**config.mk**
```make
export PLATFORM = sky130hd
export DESIGN_NAME = vga_pixel_fetch
export DESIGN_NICKNAME = d
export VERILOG_FILES = /design/src/rtl/vga_pixel_fetch.sv
export SDC_FILE = /design/constraint.sdc
export NUM_CORES = 1
export LEC_CHECK = 0
export CAP_MARGIN = 15
export CORE_UTILIZATION = 45
export DETAILED_ROUTE_END_ITERATION = 8
export GPL_TIMING_DRIVEN = 0
export MAX_ROUTING_LAYER = met4
export PLACE_DENSITY = 0.61
export SLEW_MARGIN = 20
export SYNTH_ARGS = -nofsm -noshare
export SYNTH_HDL_FRONTEND = slang
export SYNTH_SLANG_ARGS = --single-unit
```
**constraint.sdc**
```tcl
create_clock -name HCLK -period 4.3 [get_ports HCLK]
set_input_delay 0.86 -clock HCLK [delete_from_list [all_inputs] [get_ports HCLK]]
set_output_delay 0.86 -clock HCLK [all_outputs]
set_load 0.02 [all_outputs]
```
**src/rtl/vga_pixel_fetch.sv**
```systemverilog
// VGA raster timing plus frame-buffer read engine; each stored pixel is replicated SCALE x SCALE.
// Outputs lag the raster counters by 2 HCLK (address register, then RAM read). The raster free-runs with no backpressure.
module vga_pixel_fetch #(
  parameter int unsigned H_ACTIVE   = 640,
  parameter int unsigned H_FP       = 16,
  parameter int unsigned H_SYNC     = 96,
  parameter int unsigned H_BP       = 48,
  parameter int unsigned V_ACTIVE   = 480,
  parameter int unsigned V_FP       = 10,
  parameter int unsigned V_SYNC     = 2,
  parameter int unsigned V_BP       = 33,
  parameter int unsigned PIX_DIV    = 2,
  parameter int unsigned SCALE      = 4,
  parameter int unsigned ADDR_WIDTH = 15,
  parameter int unsigned DATA_WIDTH = 8
) (
  input  logic                  HCLK,
  input  logic                  HRESETn,
  input  logic                  enable,
  output logic [ADDR_WIDTH-1:0] rd_addr,
  input  logic [DATA_WIDTH-1:0] rd_data,
  output logic                  hsync,
  output logic                  vsync,
  output logic                  de,
  output logic [DATA_WIDTH-1:0] rgb,
  output logic                  frame_start
);

  localparam int unsigned H_TOTAL = H_ACTIVE + H_FP + H_SYNC + H_BP;
  localparam int unsigned V_TOTAL = V_ACTIVE + V_FP + V_SYNC + V_BP;
  localparam int unsigned FB_W    = H_ACTIVE / SCALE;
  localparam int unsigned HW      = $clog2(H_TOTAL);
  localparam int unsigned VW      = $clog2(V_TOTAL);
  localparam int unsigned DW      = (PIX_DIV > 1) ? $clog2(PIX_DIV) : 1;
  localparam int unsigned SW      = (SCALE > 1) ? $clog2(SCALE) : 1;

  localparam logic [HW-1:0]         H_LAST   = HW'(H_TOTAL - 1);
  localparam logic [HW-1:0]         H_ACT    = HW'(H_ACTIVE);
  localparam logic [HW-1:0]         HS_FIRST = HW'(H_ACTIVE + H_FP);
  localparam logic [HW-1:0]         HS_LAST  = HW'(H_ACTIVE + H_FP + H_SYNC - 1);
  localparam logic [VW-1:0]         V_LAST   = VW'(V_TOTAL - 1);
  localparam logic [VW-1:0]         V_ACT    = VW'(V_ACTIVE);
  localparam logic [VW-1:0]         VS_FIRST = VW'(V_ACTIVE + V_FP);
  localparam logic [VW-1:0]         VS_LAST  = VW'(V_ACTIVE + V_FP + V_SYNC - 1);
  localparam logic [DW-1:0]         DIV_LAST = DW'(PIX_DIV - 1);
  localparam logic [SW-1:0]         S_LAST   = SW'(SCALE - 1);
  localparam logic [ADDR_WIDTH-1:0] ROW_STEP = ADDR_WIDTH'(FB_W);

  logic [DW-1:0]         div_q, div_d;
  logic [HW-1:0]         h_q, h_d;
  logic [VW-1:0]         v_q, v_d;
  logic [SW-1:0]         x_sub_q, x_sub_d, y_sub_q, y_sub_d;
  logic [ADDR_WIDTH-1:0] x_fb_q, x_fb_d, row_base_q, row_base_d;
  logic [ADDR_WIDTH-1:0] rd_addr_q, rd_addr_d;

  logic de_p1_q, hs_p1_q, vs_p1_q, fs_p1_q;
  logic de_q, hs_q, vs_q, fs_q;
  logic [DATA_WIDTH-1:0] rgb_q;

  logic tick, de_raw, hs_raw, vs_raw, fs_raw;

  assign tick   = (div_q == DIV_LAST);
  assign de_raw = (h_q < H_ACT) && (v_q < V_ACT);
  assign hs_raw = !((h_q >= HS_FIRST) && (h_q <= HS_LAST));
  assign vs_raw = !((v_q >= VS_FIRST) && (v_q <= VS_LAST));
  assign fs_raw = (h_q == '0) && (v_q == '0) && (div_q == '0);

  // Address is built incrementally (x_fb, row_base) so no multiplier is needed.
  always_comb begin
    div_d      = div_q;
    h_d        = h_q;
    v_d        = v_q;
    x_sub_d    = x_sub_q;
    x_fb_d     = x_fb_q;
    y_sub_d    = y_sub_q;
    row_base_d = row_base_q;
    rd_addr_d  = rd_addr_q;
    if (tick) begin
      div_d = '0;
      if (h_q == H_LAST) begin
        h_d     = '0;
        x_sub_d = '0;
        x_fb_d  = '0;
        if (v_q == V_LAST) begin
          v_d        = '0;
          y_sub_d    = '0;
          row_base_d = '0;
        end else begin
          v_d = v_q + 1'b1;
          if (v_q < V_ACT) begin
            if (y_sub_q == S_LAST) begin
              y_sub_d    = '0;
              row_base_d = row_base_q + ROW_STEP;
            end else begin
              y_sub_d = y_sub_q + 1'b1;
            end
          end
        end
      end else begin
        h_d = h_q + 1'b1;
        if (h_q < H_ACT) begin
          if (x_sub_q == S_LAST) begin
            x_sub_d = '0;
            x_fb_d  = x_fb_q + 1'b1;
          end else begin
            x_sub_d = x_sub_q + 1'b1;
          end
        end
      end
      rd_addr_d = ((h_d < H_ACT) && (v_d < V_ACT)) ? (row_base_d + x_fb_d) : '0;
    end else begin
      div_d = div_q + 1'b1;
    end
  end

  always_ff @(posedge HCLK or negedge HRESETn) begin
    if (!HRESETn) begin
      div_q      <= '0;
      h_q        <= '0;
      v_q        <= '0;
      x_sub_q    <= '0;
      x_fb_q     <= '0;
      y_sub_q    <= '0;
      row_base_q <= '0;
      rd_addr_q  <= '0;
    end else begin
      div_q      <= div_d;
      h_q        <= h_d;
      v_q        <= v_d;
      x_sub_q    <= x_sub_d;
      x_fb_q     <= x_fb_d;
      y_sub_q    <= y_sub_d;
      row_base_q <= row_base_d;
      rd_addr_q  <= rd_addr_d;
    end
  end

  // Stage 1 waits out the RAM read; stage 2 merges rd_data and applies enable.
  always_ff @(posedge HCLK or negedge HRESETn) begin
    if (!HRESETn) begin
      de_p1_q <= 1'b0;
      hs_p1_q <= 1'b1;
      vs_p1_q <= 1'b1;
      fs_p1_q <= 1'b0;
      de_q    <= 1'b0;
      hs_q    <= 1'b1;
      vs_q    <= 1'b1;
      fs_q    <= 1'b0;
      rgb_q   <= '0;
    end else begin
      de_p1_q <= de_raw;
      hs_p1_q <= hs_raw;
      vs_p1_q <= vs_raw;
      fs_p1_q <= fs_raw;
      de_q    <= de_p1_q & enable;
      hs_q    <= hs_p1_q;
      vs_q    <= vs_p1_q;
      fs_q    <= fs_p1_q;
      rgb_q   <= (de_p1_q & enable) ? rd_data : '0;
    end
  end

  assign rd_addr     = rd_addr_q;
  assign hsync       = hs_q;
  assign vsync       = vs_q;
  assign de          = de_q;
  assign rgb         = rgb_q;
  assign frame_start = fs_q;

endmodule

```
; ---- Word-level counts from Yosys, hierarchy flattened
; Cells that the tools add are included.
[totals]
inputBits = 11
reg_bits = 86
output_inout_bits = 27
elab_cells = 76
[classes]
reduce_logical = 14
add_sub_neg = 8
n_bitwise = 2
n_eq_ne = 4
magnitude_cmp = 8
n_mux = 23
[ops]
columns = operator, n
row1 = $mux W15, 10
row2 = $mux W10, 5
row3 = $add A10 B1 Y10 const B, 2
row4 = $eq A10 B10 Y1 const B, 2
row5 = $logic_not A10 Y1, 2
row6 = $lt A10 B10 Y1 const B, 2
row7 = $lt A10 B9 Y1 const B, 2
row8 = $add A15 B1 Y15 const B, 1
row9 = $add A15 B15 Y15, 1
row10 = $add A15 B8 Y15 const B, 1
row11 = $mux W2, 6
row12 = $ge A10 B10 Y1 const B, 1
row13 = $ge A10 B9 Y1 const B, 1
row14 = $le A10 B10 Y1 const B, 1
row15 = $le A10 B9 Y1 const B, 1
row16 = $mux W8, 1
row17 = $logic_and A1 B1 Y1, 6
row18 = $add A2 B1 Y2 const B, 2
row19 = $eq A2 B2 Y1 const B, 2
row20 = $reduce_bool A2 Y1, 2
row21 = $reduce_and A3 Y1, 1
row22 = $logic_not A1 Y1, 2
row23 = $reduce_and A2 Y1, 1
row24 = $add A1 B1 Y1 const B, 1
row25 = other kinds (3), 3

; ---- Longest topological paths before layout
[depth]
word_depth = 8
mapped_depth = 15

; ---- Worst setup path after synthesis
; OpenSTA, ideal clock, no wires.
[synth_timing]
path_type = flip-flop to flip-flop
from = reg v_q[6]
to = reg rd_addr_q[14] (netlist: rd_addr[14])
t_required_ns = 4.179
t_arrival_ns = 3.512
slack_ns = 0.667
path_stages_with_launch = 15
path_buffers = 1
cell_sequence = dfrtp_1 -> buf_6 -> or4_4 -> nor4b_4 -> nand2_4 -> and2_1 -> ha_1 -> fa_1 -> a21o_1 -> a21oi_1 -> o21ba_2 -> nor2_1 -> o31ai_1 -> xnor2_1 -> a22o_1
[synth_between]
elab_chain_len = 7
word_cells_on_any_way = 14
classes_between = add/sub (2) / order compare (2) / eq/ne (1) / mux (8) / reduce/logical (1)
[synth_rtl]
columns = item, line_no
row1 = "start, declared", 51  ; logic [VW-1:0] v_q, v_d;
row2 = "start signal, assigned", 129  ; v_q <= v_d;
row3 = "$lt A10 B9 Y1, or another cell as far along", 90  ; if (v_q < V_ACT) begin
row4 = $mux W15 / $mux W10 (equally long branches), "90, 84"
row5 = $mux W15 / $mux W10 (equally long branches), "84, 80"
row6 = $mux W15 / $mux W10 (equally long branches), "80, 78"
row7 = $mux W15 / $lt A10 B9 Y1 (equally long branches), "78, 110"
row8 = $add A15 B15 Y15 / $logic_and A1 B1 Y1 (equally long branches), 110  ; rd_addr_d = ((h_d < H_ACT) && (v_d < V_ACT)) ? (row_base_d + x_fb_d) : '0;
row9 = $mux W15 *, 110
row10 = "end signal, assigned", 134  ; rd_addr_q <= rd_addr_d;
row11 = "end, declared", 54  ; logic [ADDR_WIDTH-1:0] rd_addr_q, rd_addr_d;
; Mark *: on every way between the ends. The rest lies on a longest branch, timed or not. The select of a mux whose other input is x is not followed.
; A chain may end at the register's enable or synchronous reset.

; ---- Worst setup path after layout
[layout_timing]
from = reg h_q[0]
to = reg rd_addr_q[14] (netlist: rd_addr[14])
[layout_between]
elab_chain_len = 6
word_cells_on_any_way = 17
classes_between = add/sub (2) / order compare (3) / eq/ne (1) / mux (10) / reduce/logical (1)
[layout_rtl]
columns = item, line_no
row1 = "start, declared", 50  ; logic [HW-1:0] h_q, h_d;
row2 = "start signal, assigned", 119  ; h_q <= '0;
row3 = "start signal, assigned", 128  ; h_q <= h_d;
row4 = "$lt A10 B10 Y1, or another cell as far along", 101  ; if (h_q < H_ACT) begin
row5 = $mux W15 / $mux W10 (equally long branches), "101, 80"
row6 = $mux W15 / $mux W10 (equally long branches), "80, 78"
row7 = "$mux W15, or another cell as far along", 78  ; if (tick) begin
row8 = $add A15 B15 Y15 / $logic_and A1 B1 Y1 (equally long branches), 110
row9 = $mux W15 *, 110
; Marked as above.

==> results.md <==
- # diodes: 0
- Ranking of synthesized cells by area: dfrtp_1 (41%), ha_1 (5.7%), o21ai_0 (4.5%)
- P per Cell Area: 255 nW/um^2
- Critical Path AT: ~4.2 ns
- Routed vias: ~4000
- Mapped Area: around 5000 sq um
- Vias in the first global route: between 3000 and 4000
- Layout area overhead: 16.0%
- Slowest CP cell: fa_1
- First-pass GRT wire length: 20.0 mm
- Worst hold path type: reg2reg
- Largest area contributor in the netlist: dfrtp_1
- Largest fanout on the critical path: 10
- CP top delay family: compound AO/OA/AOI/OAI gates
- Worst Setup SP: h_q[0]$_DFFE_PN0P_
- Slew @ Worst Pin: about 0.85 ns
- Seq cells post-synth: 86
- Layout cells sized above 1: 0.0969
- Buffers and inverters on the worst path: 2
- DIE AREA: 11600 sq um
- Detail Route Antenna Nets: 0
- Outcome: complete, no violations
- Vias per cell: approximately 5.7
- DRC: 0
- GPL Wtd Cong: around 0.89
- Yosys cell types: slightly above 60
- Worst path cell trace: ha_1 -> nand4bb_4 -> nor3_4 -> buf_2 -> clkbuf_2 -> nor2_1 -> ha_1 -> fa_1 -> a21o_1 -> a21oi_1 -> o21ba_2 -> nor2_1 -> o31ai_1 -> xnor2_1 -> a22o_1
- Worst ir drop on vdd: around 0.00023 V
- Drt pass-1 iters: 5
- CP Capture Type: register
- Initial Util: 0.463
- Fmax: 254 MHz
- Leak: between 2 and 3 nW
- CTS Root Cell: clkbuf_8
- Initial antenna violation count: 0
- Final Max Slew Viols: 0
- Dpl hpwl: a little under 9 mm
- Nets@finish: roughly 610
- Largest net degree at the start of global routing: between 50 and 60
- Clock buffer depth: 2
- Fin area: a little under 6000 sq um
- EDFF count, synth: 0
- CP Launch Type: register
- Share of the synthesized area in the top cell type: 0.409
- CTS tree: yes
- Syn Nets: 557
- Total track usage: 0.234
- # IOs: 38
- Starting DRT DRC Count: 230
- Inserted Clock Buffers: 9
- Hold Path Origin: hs_p1_q$_DFF_PN1_
- Kind of critical path: reg2reg
- Clock skew: 0.00902 ns
- Max Cap Violations: 0
- Port-buffer cells: 37
- Ys Warns: 0
- Overflow after GRT: 0
- Final setup fails: 0
- Sequential fraction of the synthesis area: 0.429
- CP required: roughly 4.6 ns
- WL/cell: ~17 um
- Worst Hold Slack: around 0.36 ns
- RSZ-0062 raised after global routing: no
- Final hold vios: 0
- Slew HR: 0.434
- Post-synth ARST share: 1.00
- CTS H-tree lvls: 3
- Cell count after synthesis: 522
- Site Rows: 38
- Die Y: approximately 110 um
- Worst-Skew Late Latency: between 0.3 and 0.4 ns
- Final Cycle Share: 0.917
- Reg2Reg Launch Point: h_q[0]$_DFFE_PN0P_
- Layout Utilization: 0.537
- Sink Count: 86
- Core ar.: roughly 11000 sq um
- Synth Area per Inst: about 9.6 sq um
- Predominant post-synthesis flop cell: dfrtp_1
- Crit path time final: 3.94 ns
- CP max stage delay: around 0.4 ns
- CTS clock-pin slew for the worst setup and hold paths: around 0.09 ns
- Hold_buf cts: 0
- Die X-Extent: between 100 and 150 um
- Placed Area: around 5600 sq um
- Final wirelength: approximately 12 mm
Yosys cell counts (8+ instances only):
cell type and n:
clkbuf_1 15, xnor2_1 24, and3_1 16, nand3_1 23
inv_1 14, mux2_2 10, nor4_1 8, a22o_1 21
o21ai_0 45, ha_1 23, o31ai_1 10, xor2_1 13
a21o_1 9, nor2_1 51, nand2_1 41, dfrtp_1 82
and2_1 14, a21oi_1 20
routing by layer:
layer  vias to the layer above  track usage  part of all wire
met3                        18       0.0527             0.045
met5                         -            -                 0
met2                        84        0.367              0.47
met1                      2000        0.301              0.46
li1                       2004            -                 -
met4                         0       0.0724             0.020
layout by cell type, fill, tap and decap left out, types with 4 or more instances in the layout:
master	n
nor3_1	5
clkbuf_1	14
o21ai_0	45
and4_1	5
xor2_1	13
clkbuf_8	9
nand3_1	23
ha_1	23
xnor2_1	24
and3_1	16
nor4_1	8
a22o_1	21
nand4_1	5
nand2_1	41
or3_1	6
nor2_1	51
inv_1	14
and2_1	14
a21o_1	9
dfstp_2	4
buf_2	4
dfrtp_1	82
mux2_2	10
o31ai_1	10
a21oi_1	20
clkdlybuf4s50_1	36
registers in the layout (all words and copies together) (netlist names):
register	count
hs_p1_q	1
de	1
x_sub_q	2
hsync	1
v_q	10
de_p1_q	1
rd_addr	15
y_sub_q	2
rgb	8
div_q	1
fs_p1_q	1
h_q	10
vsync	1
x_fb_q	15
frame_start	1
vs_p1_q	1
row_base_q	15
power breakdown:
part           switching, W  leakage [nW]  internal [W]
Sequential       0.00000109          1.14      0.000812
Combinational     0.0000262          1.38     0.0000187
Clock              0.000300         0.106      0.000326
cell families after synthesis:
logic type | count (synthesis) | share of synthesized area
simple gates | 197 | 0.216
compound gates | 131 | 0.173
flops | 86 | 0.429
xor+xnor | 37 | 0.0645
buf+inv | 36 | 0.0311
fa+ha+maj | 24 | 0.0613
mux | 11 | 0.0244
worst paths after layout:
path                       depth (start not counted)                 endpoint  slack, ns
hold / removal                                     0          hsync$_DFF_PN1_       0.36
max in group asynchronous                          2         rgb[3]$_DFF_PN0_       3.12
hold reg to reg                                    0          hsync$_DFF_PN1_       0.36
min in group asynchronous                          1       h_q[4]$_DFFE_PN0P_       0.52
setup / recovery                                  15  rd_addr[14]$_DFFE_PN0P_       0.36
setup reg to reg                                  15  rd_addr[14]$_DFFE_PN0P_       0.36
cell type report:
cell class / count / area, sq um
repair buffers: 40 / 403
plain buffers: 22 / 106
well taps: 140 / 175
clock inverters: 6 / 86.3
fillers: 1004 / 5020
flip-flops and latches: 86 / 2160
clock buffers: 10 / 128
multi-input cells: 400 / 2720
inverters: 14 / 52.6
timing repair:
| item | 4_1_cts | 5_1_grt |
|---|---|---|
| gates resized for setup | 1 | 4 |
| setup buffers | 0 | 2 |
| setup endpoints to repair | 1 | 4 |
| pin swaps | 0 | 2 |
metrics by stage:
stage	std cells	setup WS, ns	TNS [ns]	total power (W)
floorplan	522	0.667	0	0.000838
global placement	699	-0.916	-74.66	0.000874
detailed placement	700	-0.0544	-0.0544	0.000876
CTS	716	0.0900	0	0.00151
global route	718	0.0340	0	0.00154
finish	718	0.356	0	0.00148
Note: power is estimated with default switching activity, not from simulation.
